$ cat config.mk
export PLATFORM = sky130hd
export DESIGN_NAME = stream_erode
export DESIGN_NICKNAME = d
export VERILOG_FILES = /design/src/rtl/vision_regs_pkg.sv /design/src/rtl/erode_run.sv /design/src/rtl/stream_erode.sv
export SDC_FILE = /design/constraint.sdc
export NUM_CORES = 1
export LEC_CHECK = 0
export BUFFER_PORTS_ARGS = -buffer_cell sky130_fd_sc_hd__buf_2
export CORE_AREA = 2 2 141 109
export CTS_CLUSTER_DIAMETER = 60
export DETAILED_ROUTE_END_ITERATION = 12
export DIE_AREA = 0 0 143 111
export HOLD_SLACK_MARGIN = 0.05
export PLACE_DENSITY = 0.76
export SLEW_MARGIN = 20
export SYNTH_ARGS = -nofsm -noshare
export SYNTH_HDL_FRONTEND = slang
export SYNTH_SLANG_ARGS = --single-unit
export TNS_END_PERCENT = 30
$ cat constraint.sdc
create_clock -name clk -period 4.15 [get_ports clk]
set_clock_uncertainty 0.1 [all_clocks]
set_input_delay 0.415 -clock clk [delete_from_list [all_inputs] [get_ports clk]]
set_output_delay 0.415 -clock clk [all_outputs]
set_load 0.005 [all_outputs]
$ cat src/rtl/vision_regs_pkg.sv
// Shared register map, CTRL field layout and identity constant for the vision pipeline blocks.
package vision_regs_pkg;

  localparam logic [1:0]  ADDR_CTRL   = 2'd0;
  localparam logic [1:0]  ADDR_COUNT  = 2'd1;
  localparam logic [1:0]  ADDR_FRAMES = 2'd2;
  localparam logic [1:0]  ADDR_ID     = 2'd3;

  localparam int          CTRL_EN_BIT = 0;
  localparam int          CTRL_K_LSB  = 4;
  localparam int          CTRL_K_MSB  = 6;

  localparam logic [31:0] ID_VALUE_DEFAULT = 32'h1234EE03;

  typedef struct packed {
    logic [2:0] k;
    logic       en;
  } ctrl_t;

  function automatic logic [31:0] ctrl_pack(input ctrl_t c);
    logic [31:0] w;
    w                        = 32'd0;
    w[CTRL_EN_BIT]           = c.en;
    w[CTRL_K_MSB:CTRL_K_LSB] = c.k;
    return w;
  endfunction

  // A window length of zero behaves as one.
  function automatic logic [2:0] eff_k(input logic [2:0] k);
    return (k == 3'd0) ? 3'd1 : k;
  endfunction

endpackage

$ cat src/rtl/erode_run.sv
// Causal 1xK horizontal erosion: tracks the run of consecutive on pixels in the current row.
module erode_run
  import vision_regs_pkg::*;
(
  input  logic       clk,
  input  logic       reset_n,
  input  logic       i_clr,
  input  logic       i_adv,
  input  logic       i_on,
  input  logic       i_x_zero,
  input  logic [2:0] i_k,
  output logic       o_bit
);

  logic [2:0] r_run;
  logic [2:0] w_run_base;
  logic [2:0] w_run_new;

  // Next run length, saturating at 7 and restarting at each row start.
  always_comb begin
    w_run_base = i_x_zero ? 3'd0 : r_run;
    if (!i_on) begin
      w_run_new = 3'd0;
    end else if (w_run_base == 3'd7) begin
      w_run_new = 3'd7;
    end else begin
      w_run_new = w_run_base + 3'd1;
    end
    o_bit = i_on & (w_run_new >= eff_k(i_k));
  end

  // Run length state.
  always_ff @(posedge clk) begin
    if (!reset_n) begin
      r_run <= 3'd0;
    end else if (i_clr) begin
      r_run <= 3'd0;
    end else if (i_adv) begin
      r_run <= w_run_new;
    end
  end

endmodule

$ cat src/rtl/stream_erode.sv
// Avalon-ST mask-video erosion stage with shadowed CTRL, per-frame on-pixel COUNT and FRAMES counter.
module stream_erode
  import vision_regs_pkg::*;
#(
  parameter int          IMAGE_W  = 640,
  parameter logic [31:0] ID_VALUE = ID_VALUE_DEFAULT
) (
  input  logic        clk,
  input  logic        reset_n,
  input  logic [23:0] sink_data,
  input  logic        sink_valid,
  output logic        sink_ready,
  input  logic        sink_sop,
  input  logic        sink_eop,
  output logic [23:0] source_data,
  output logic        source_valid,
  input  logic        source_ready,
  output logic        source_sop,
  output logic        source_eop,
  input  logic        s_chipselect,
  input  logic        s_read,
  input  logic        s_write,
  input  logic [1:0]  s_address,
  input  logic [31:0] s_writedata,
  output logic [31:0] s_readdata
);

  localparam logic [10:0] X_LAST = 11'(IMAGE_W - 1);

  logic        r_src_valid, r_src_sop, r_src_eop;
  logic [23:0] r_src_data;
  logic [31:0] r_readdata;
  ctrl_t       r_ctrl, r_act;
  logic        r_in_pkt, r_is_video;
  logic [10:0] r_x;
  logic [31:0] r_cnt, r_count;
  logic [15:0] r_frames;

  logic        w_sink_ready, w_accept, w_sop_acc, w_fwd, w_pix, w_eop_vid;
  logic        w_erode_bit, w_out_on;
  logic [23:0] w_out_data;
  logic [31:0] w_cnt_next, w_rdata;
  logic        w_unused;

  assign w_sink_ready = ~r_src_valid | source_ready;
  assign w_accept     = sink_valid & w_sink_ready;
  assign w_sop_acc    = w_accept & sink_sop;
  // Beats outside a packet (e.g. after a mid-packet reset) are consumed and dropped.
  assign w_fwd        = w_accept & (sink_sop | r_in_pkt);
  assign w_pix        = w_accept & ~sink_sop & r_in_pkt & r_is_video;
  assign w_eop_vid    = w_pix & sink_eop;
  assign w_out_on     = w_pix & w_out_data[23];
  assign w_cnt_next   = r_cnt + {31'd0, w_out_on};
  assign w_unused     = ^{s_writedata[31:7], s_writedata[3:1]};

  erode_run u_erode_run (
    .clk      (clk),
    .reset_n  (reset_n),
    .i_clr    (w_sop_acc),
    .i_adv    (w_pix),
    .i_on     (sink_data[23]),
    .i_x_zero (r_x == 11'd0),
    .i_k      (r_act.k),
    .o_bit    (w_erode_bit)
  );

  // Output pixel selection: eroded mask for enabled video pixels, passthrough otherwise.
  always_comb begin
    if (w_pix && r_act.en) begin
      w_out_data = w_erode_bit ? 24'hFFFFFF : 24'h000000;
    end else begin
      w_out_data = sink_data;
    end
  end

  // Output beat register and packet/frame state.
  always_ff @(posedge clk) begin
    if (!reset_n) begin
      r_src_valid <= 1'b0;
      r_src_sop   <= 1'b0;
      r_src_eop   <= 1'b0;
      r_src_data  <= 24'd0;
      r_act       <= '0;
      r_in_pkt    <= 1'b0;
      r_is_video  <= 1'b0;
      r_x         <= 11'd0;
      r_cnt       <= 32'd0;
      r_count     <= 32'd0;
      r_frames    <= 16'd0;
    end else begin
      if (w_fwd) begin
        r_src_valid <= 1'b1;
        r_src_data  <= w_out_data;
        r_src_sop   <= sink_sop;
        r_src_eop   <= sink_eop;
      end else if (source_ready) begin
        r_src_valid <= 1'b0;
      end
      if (w_sop_acc) begin
        r_in_pkt   <= ~sink_eop;
        r_is_video <= (sink_data[3:0] == 4'h0);
        r_act      <= r_ctrl;
        r_x        <= 11'd0;
        r_cnt      <= 32'd0;
      end else if (w_accept && r_in_pkt) begin
        if (sink_eop) begin
          r_in_pkt <= 1'b0;
        end
        if (w_pix) begin
          r_x   <= (r_x == X_LAST) ? 11'd0 : r_x + 11'd1;
          r_cnt <= w_cnt_next;
        end
        if (w_eop_vid) begin
          r_count  <= w_cnt_next;
          r_frames <= r_frames + 16'd1;
        end
      end
    end
  end

  // Register read mux.
  always_comb begin
    w_rdata = 32'd0;
    case (s_address)
      ADDR_CTRL:   w_rdata = ctrl_pack(r_ctrl);
      ADDR_COUNT:  w_rdata = r_count;
      ADDR_FRAMES: w_rdata = {16'd0, r_frames};
      ADDR_ID:     w_rdata = ID_VALUE;
      default:     w_rdata = 32'd0;
    endcase
  end

  // CTRL write and registered read data.
  always_ff @(posedge clk) begin
    if (!reset_n) begin
      r_ctrl     <= '0;
      r_readdata <= 32'd0;
    end else begin
      if (s_chipselect && s_write && (s_address == ADDR_CTRL)) begin
        r_ctrl.en <= s_writedata[CTRL_EN_BIT];
        r_ctrl.k  <= s_writedata[CTRL_K_MSB:CTRL_K_LSB];
      end
      if (s_chipselect && s_read) begin
        r_readdata <= w_rdata;
      end
    end
  end

  assign sink_ready   = w_sink_ready;
  assign source_valid = r_src_valid;
  assign source_data  = r_src_data;
  assign source_sop   = r_src_sop;
  assign source_eop   = r_src_eop;
  assign s_readdata   = r_readdata;

endmodule

After elaboration in Yosys (flattened, before gate mapping)
Cells that the tools add are included.
{ "word_totals": {"reg_bits": 163, "wordCells": 71} }
{ "classes": {"n_lt_le_gt_ge": 1, "n_eq_ne": 5, "reduce_logical": 16, "n_bitwise": 16, "muxes": 13, "n_addsub": 4} }
{ "op_table": {"columns": ["cell", "count"], "rows": [
  ["32-bit case mux with 4 select lines", 1],
  ["24-bit 2-to-1 mux", 2],
  ["32-bit by 1-bit adder with 32-bit output", 1],
  ["16-bit by 1-bit adder with 16-bit output, second input constant", 1],
  ["3-bit 2-to-1 mux", 4],
  ["11-bit by 1-bit adder with 11-bit output, second input constant", 1],
  ["11-bit by 10-bit equality test with 1-bit output, second input constant", 1],
  ["11-bit logical NOT", 1],
  ["11-bit 2-to-1 mux", 1],
  ["1-bit AND", 9],
  ["2-bit nonzero test", 3],
  ["1-bit logical AND", 5],
  ["1-bit 2-to-1 mux", 5],
  ["1-bit inverter", 5],
  ["2-bit equality test, second input constant", 2],
  ["4-bit logical NOT", 1],
  ["2-bit AND reduction", 2],
  ["3-bit by 1-bit adder with 3-bit output, second input constant", 1],
  ["3-bit equality test, second input constant", 1],
  ["3-bit greater-or-equal comparator", 1],
  ["3-bit logical NOT", 1],
  ["3-bit AND reduction", 1],
  ["2-bit by 1-bit equality test with 1-bit output, second input constant", 1],
  ["2-bit logical NOT", 1],
  ["2 further kinds", 3]
]} }

Logic depth before layout (Yosys ltp)
{ "logic_depth": {"depth_word": 11, "ltp_mapped": 21, "ltp_nobuf": 20} }

Modules after synthesis
From an unflattened synthesis, not the netlist that was laid out.
{ "unflattened": {"cells_unflattened": 847, "area_unflattened_um2": 7323.3} }
{ "modules_own_cells": {"columns": ["mod", "area_per_inst_um2", "seq_area_each_um2", "n_inst", "cells_per_inst"], "rows": [
  ["stream_erode", 7054.3, 3203.1, 1, 813],
  ["erode_run", 269.0, 60.1, 1, 34]
]} }

Worst setup path after synthesis
No wires, ideal clock.
{ "synth_timing": {"path_type": "flip-flop to flip-flop", "from": "register r_x[0]", "to": "register r_cnt[26]", "arrival_ns": 3.755, "slack_ns": 0.224, "path_buffers": 0, "setup_time_ns": 0.071, "path_stages_with_launch": 19, "path_cell_list": "dfxtp_1 -> inv_1 -> ha_1 -> nor4b_1 -> nand3_1 -> and2_1 -> ha_1 -> a31oi_1 -> nor2b_1 -> ha_1 -> a31oi_1 -> a21oi_1 -> ha_1 -> ha_1 -> nand3_2 -> nor4_4 -> nand3_1 -> or3_1 -> a21oi_1"} }
{ "synth_between": {"elab_chain_len": 11, "word_cells_on_any_way": 12} }
{ "synth_lines": {"columns": ["item", "line_no", "source"], "rows": [
  ["from (decl)", "stream_erode.sv:35", "logic [10:0] r_x;"],
  ["from (signal assigned)", "stream_erode.sv:110", "r_x <= (r_x == X_LAST) ? 11'd0 : r_x + 11'd1;"],
  ["11-bit logical NOT *", "stream_erode.sv:62", ".i_x_zero (r_x == 11'd0),"],
  ["3-bit 2-to-1 mux *", "erode_run.sv:21", "w_run_base = i_x_zero ? 3'd0 : r_run;"],
  ["3-bit by 1-bit adder with 3-bit output / 3-bit equality test (equally long branches)", "erode_run.sv:27, erode_run.sv:24", null],
  ["3-bit 2-to-1 mux *", "erode_run.sv:24", "end else if (w_run_base == 3'd7) begin"],
  ["3-bit 2-to-1 mux *", "erode_run.sv:22", "if (!i_on) begin"],
  ["named net u_erode_run.w_run_new[1]", "erode_run.sv:17", "logic [2:0] w_run_new;"],
  ["3-bit greater-or-equal comparator *", "erode_run.sv:29", "o_bit = i_on & (w_run_new >= eff_k(i_k));"],
  ["1-bit AND *", "erode_run.sv:29", null],
  ["24-bit 2-to-1 mux *", "stream_erode.sv:70", "w_out_data = w_erode_bit ? 24'hFFFFFF : 24'h000000;"],
  ["24-bit 2-to-1 mux *", "stream_erode.sv:69", "if (w_pix && r_act.en) begin"],
  ["1-bit AND *", "stream_erode.sv:52", "assign w_out_on = w_pix & w_out_data[23];"],
  ["32-bit by 1-bit adder with 32-bit output *", "stream_erode.sv:53", "assign w_cnt_next = r_cnt + {31'd0, w_out_on};"],
  ["to (signal assigned)", "stream_erode.sv:111", "r_cnt <= w_cnt_next;"],
  ["to (decl)", "stream_erode.sv:36", "logic [31:0] r_cnt, r_count;"]
]} }
Mark *: on every way through the listed nets, which the timed path passes. The rest lies on a longest branch.
A chain may end at the register's enable or synchronous reset.

Worst setup path after layout
{ "layout_timing": {"from": "register r_x[0]", "to": "register r_count[25]"} }
{ "layout_between": {"elab_chain_len": 11, "word_cells_on_any_way": 12} }
{ "layout_lines": {"columns": ["item", "line_no", "source"], "rows": [
  ["11-bit logical NOT *", "stream_erode.sv:62", null],
  ["3-bit 2-to-1 mux *", "erode_run.sv:21", null],
  ["3-bit by 1-bit adder with 3-bit output / 3-bit equality test (equally long branches)", "erode_run.sv:27, erode_run.sv:24", null],
  ["3-bit 2-to-1 mux *", "erode_run.sv:24", null],
  ["3-bit 2-to-1 mux *", "erode_run.sv:22", null],
  ["named net u_erode_run.w_run_new[2]", "erode_run.sv:17", null],
  ["3-bit greater-or-equal comparator *", "erode_run.sv:29", null],
  ["1-bit AND *", "erode_run.sv:29", null],
  ["24-bit 2-to-1 mux *", "stream_erode.sv:70", null],
  ["24-bit 2-to-1 mux *", "stream_erode.sv:69", null],
  ["1-bit AND *", "stream_erode.sv:52", null],
  ["32-bit by 1-bit adder with 32-bit output *", "stream_erode.sv:53", null],
  ["to (signal assigned)", "stream_erode.sv:114", "r_count <= w_cnt_next;"],
  ["to (decl)", "stream_erode.sv:36", null]
]} }
Marked as above.

==> impl_metrics.ini <==
[status]
status = finished clean

[worst_setup_path]
cp_max_fo = 13
critPathCaptureType = flip-flop
crit_type = flip-flop to flip-flop
crit_path_start_kind = flip-flop
required_ps = 4340
r2r_cells = 19
cp_slowest_cell = dfxtp_1
worstPathArrival_ps = 4000
max_stage_delay_ps = 310
worstPathCellList = inv_1 > ha_1 > nor4b_2 > nand3_1 > and2_1 > ha_1 > a21oi_1 > nor2b_1 > ha_1 > a21o_1 > a31oi_1 > a21oi_1 > ha_2 > nand4_2 > nor4_4 > buf_6 > nand4bb_1 > xor2_1 > a21oi_1

[cells_and_area]
final_cell_mix = dfxtp_1 (163), buf_2 (98), nand2_1 (90)
drive_above_1_share = 0.179
fill_cells = 1235
stdcell_count = 1138
area_growth_syn_to_layout_pct = 17.9
antenna_cells = 0
final_cell_area_sq_mm = 0.00857
final_common_cell = dfxtp_1
final_net_count = 997

[global_route]
antenna_found_initial = 0
grt_usage = 0.212
grt_max_degree = 120
gr-total-overflow = 0
grt_pass1_vias = 5796
grt_pass1_wl_um = 27700

[sta]
final-hold-violation-count = 0
setup_violations = 0
period_minus_slack_ps = 3810
post-route-period-util = 0.919
fin_setup_tns_ps = 0
fmax_mhz = 262
rsz0062_at_grt = yes
worst_slew_pin_slew_ps = 1020
relSlewSlack = 0.321
slew_violations = 0
hold_slack_ps = 120

[routing]
drt-total-wl_um = 16600
viasPerCell = 5.50
antenna_left = 0
drt_iter0_drc = 478
dr.pass1.iters = 5
vias = 6256
wl_per_cell_um = 14.6
drc = 0

[run]
cap_violations = 0

[clock_network]
cts_tree = yes
clkSinkCount = 163
root_buffer = clkbuf_16
cts.reportedPaths.clkPinSlew_ps = 70
clkLatencyLatePin_ps = 430
hold_buffers = 0
numCtsBuffers = 17
cts_buffer_depth = 2
h-tree-depth = 4

[power_and_ir_drop]
p_sw_mw = 0.795
comb_power_share = 0.053
p_leak_nw = 3.43
p_clk_frac = 0.460
p_int_mw = 2.51
seq_power_share = 0.487
switching_share = 0.240
peakVddDrop_mv = 0.265
powerDensity_mw_per_mm2 = 386
finalPower_mw = 3.31

[placed_design]
place.gp.congestion = 0.850
placed_area_sq_mm = 0.00790
dp_cells = 1104
dp_hpwl_um = 10700
io_buffers = 98

[logic_synthesis]
synth.area.top_cells = dfxtp_1 (45%), xor2_1 (6.4%), a21oi_1 (5.1%)
postSynthAreaPerCell_sq_um = 8.58
netlist.area_leader.share = 0.449
syn_inst = 847
ys_seq_area_frac = 0.449
ys_ff_latch = 163
syn_area_sq_mm = 0.00727
post_synth_num_cell_types = 46
ys_warn_count = 0
synth-edff-count = 0
ys_async_sr_fraction = 0
synth_top_flop_cell = dfxtp_1
yosys.area.top_type = dfxtp_1
syn-num-nets = 923

[floorplanning]
start_util = 0.495
die_area_sq_mm = 0.0159
rows = 39
die_height_um = 111
io_pins = 127
die_w_um = 143
core_area_sq_mm = 0.0147

[min_path]
hold_path.class = primary input to flip-flop
hold_depth = 3
## area by class of cell
class / instances / area (sq um) / share of cell area
clock buffers: 18 / 439 / 0.0513
clock inverters: 13 / 126 / 0.0148
inverters: 10 / 37.5 / 0.00438
multi-input cells: 611 / 3790 / 0.443
flip-flops and latches: 163 / 3260 / 0.381
well taps: 205 / 256 / 0.0299
repair buffers: 118 / 648 / 0.0757
## power groups by stage
| stage | clock [mW] | sequential [mW] | combinational [mW] |
|---|---|---|---|
| floorplan | 0 | 1.65 | 0.0972 |
| global placement | 0 | 1.65 | 0.172 |
| detailed placement | 0 | 1.65 | 0.174 |
| CTS | 1.54 | 1.61 | 0.175 |
| global route | 1.60 | 1.62 | 0.196 |
| finish | 1.52 | 1.61 | 0.175 |
## worst max-delay path, delay by kind of cell (launching register included)
family | cells | cell delay (ps)
compound gates | 5 | 630
buf+inv | 2 | 270
fa+ha+maj | 4 | 950
simple gates | 7 | 1190
flops | 1 | 310
xor+xnor | 1 | 230
## kinds of logic (layout without fill, tap and decap cells)
family	Yosys count	count (layout)	synth area share
xor gates and xnor gates	77	77	0.0928
adders and majority gates	9	9	0.0155
muxes	14	14	0.0195
and+or+nand+nor	310	310	0.222
buffers and inverters	73	159	0.0391
AOI/OAI and AO/OA	201	201	0.162
DFF	163	163	0.449
## per-layer routing
metal  track usage  part of all wire  up-vias  routed length, um
met5             0                 0        -                  0
met4        0.0568             0.010        0                171
met3        0.0562             0.064       18               1060
met2         0.316              0.44      190               7300
met1         0.304              0.49     2951               8080
li1              -                 -     3097                  -
## cells in the mapped netlist, types with 3 or more instances
master and count:
xnor2_1 24, nand4_1 38, xor2_1 53, a22oi_1 11, mux2i_1 13, nor2_1 49
nor2b_1 27, a31oi_1 3, buf_2 8, a221oi_1 6, and4_1 3, dfxtp_1 163
nand3_1 37, ha_1 9, o21ai_0 71, o211ai_1 8, inv_1 9, clkbuf_1 51
o211a_1 10, or3_1 7, buf_1 4, and3_1 5, nor3_1 10, a21oi_1 74
and2_1 22, nor3b_1 6, nor4_1 3, a21boi_0 10, nand2_1 90
## worst paths after layout
path                        from               to  slack (ps)
hold reg to reg   s_readdata[25]   s_readdata[25]         360
hold / removal     sink_data[15]  source_data[15]         120
setup / recovery          r_x[0]      r_count[25]         340
setup reg to reg          r_x[0]      r_count[25]         340
## sequential cells by signal, summed over array words and instances (netlist names)
register	count
r_act	4
r_cnt	32
r_count	32
r_ctrl	4
r_frames	16
r_in_pkt	1
r_is_video	1
r_x	11
s_readdata	32
source_data	24
source_eop	1
source_sop	1
source_valid	1
u_erode_run.r_run	3
## stage by stage
step | utilization | worst slack (ps)
finish | 0.583 | 336
global route | 0.583 | 13.3
CTS | 0.576 | 15.9
detailed placement | 0.538 | 42.6
global placement | 0.538 | 138
floorplan | - | 224
## repair_timing
item                       4_1_cts  5_1_grt
gates resized for setup          1       12
cloned                           0        1
pin swaps                        0        7
setup endpoints to repair        1       43
setup buffers                    0        2
Power figures use the tool's default switching activity.
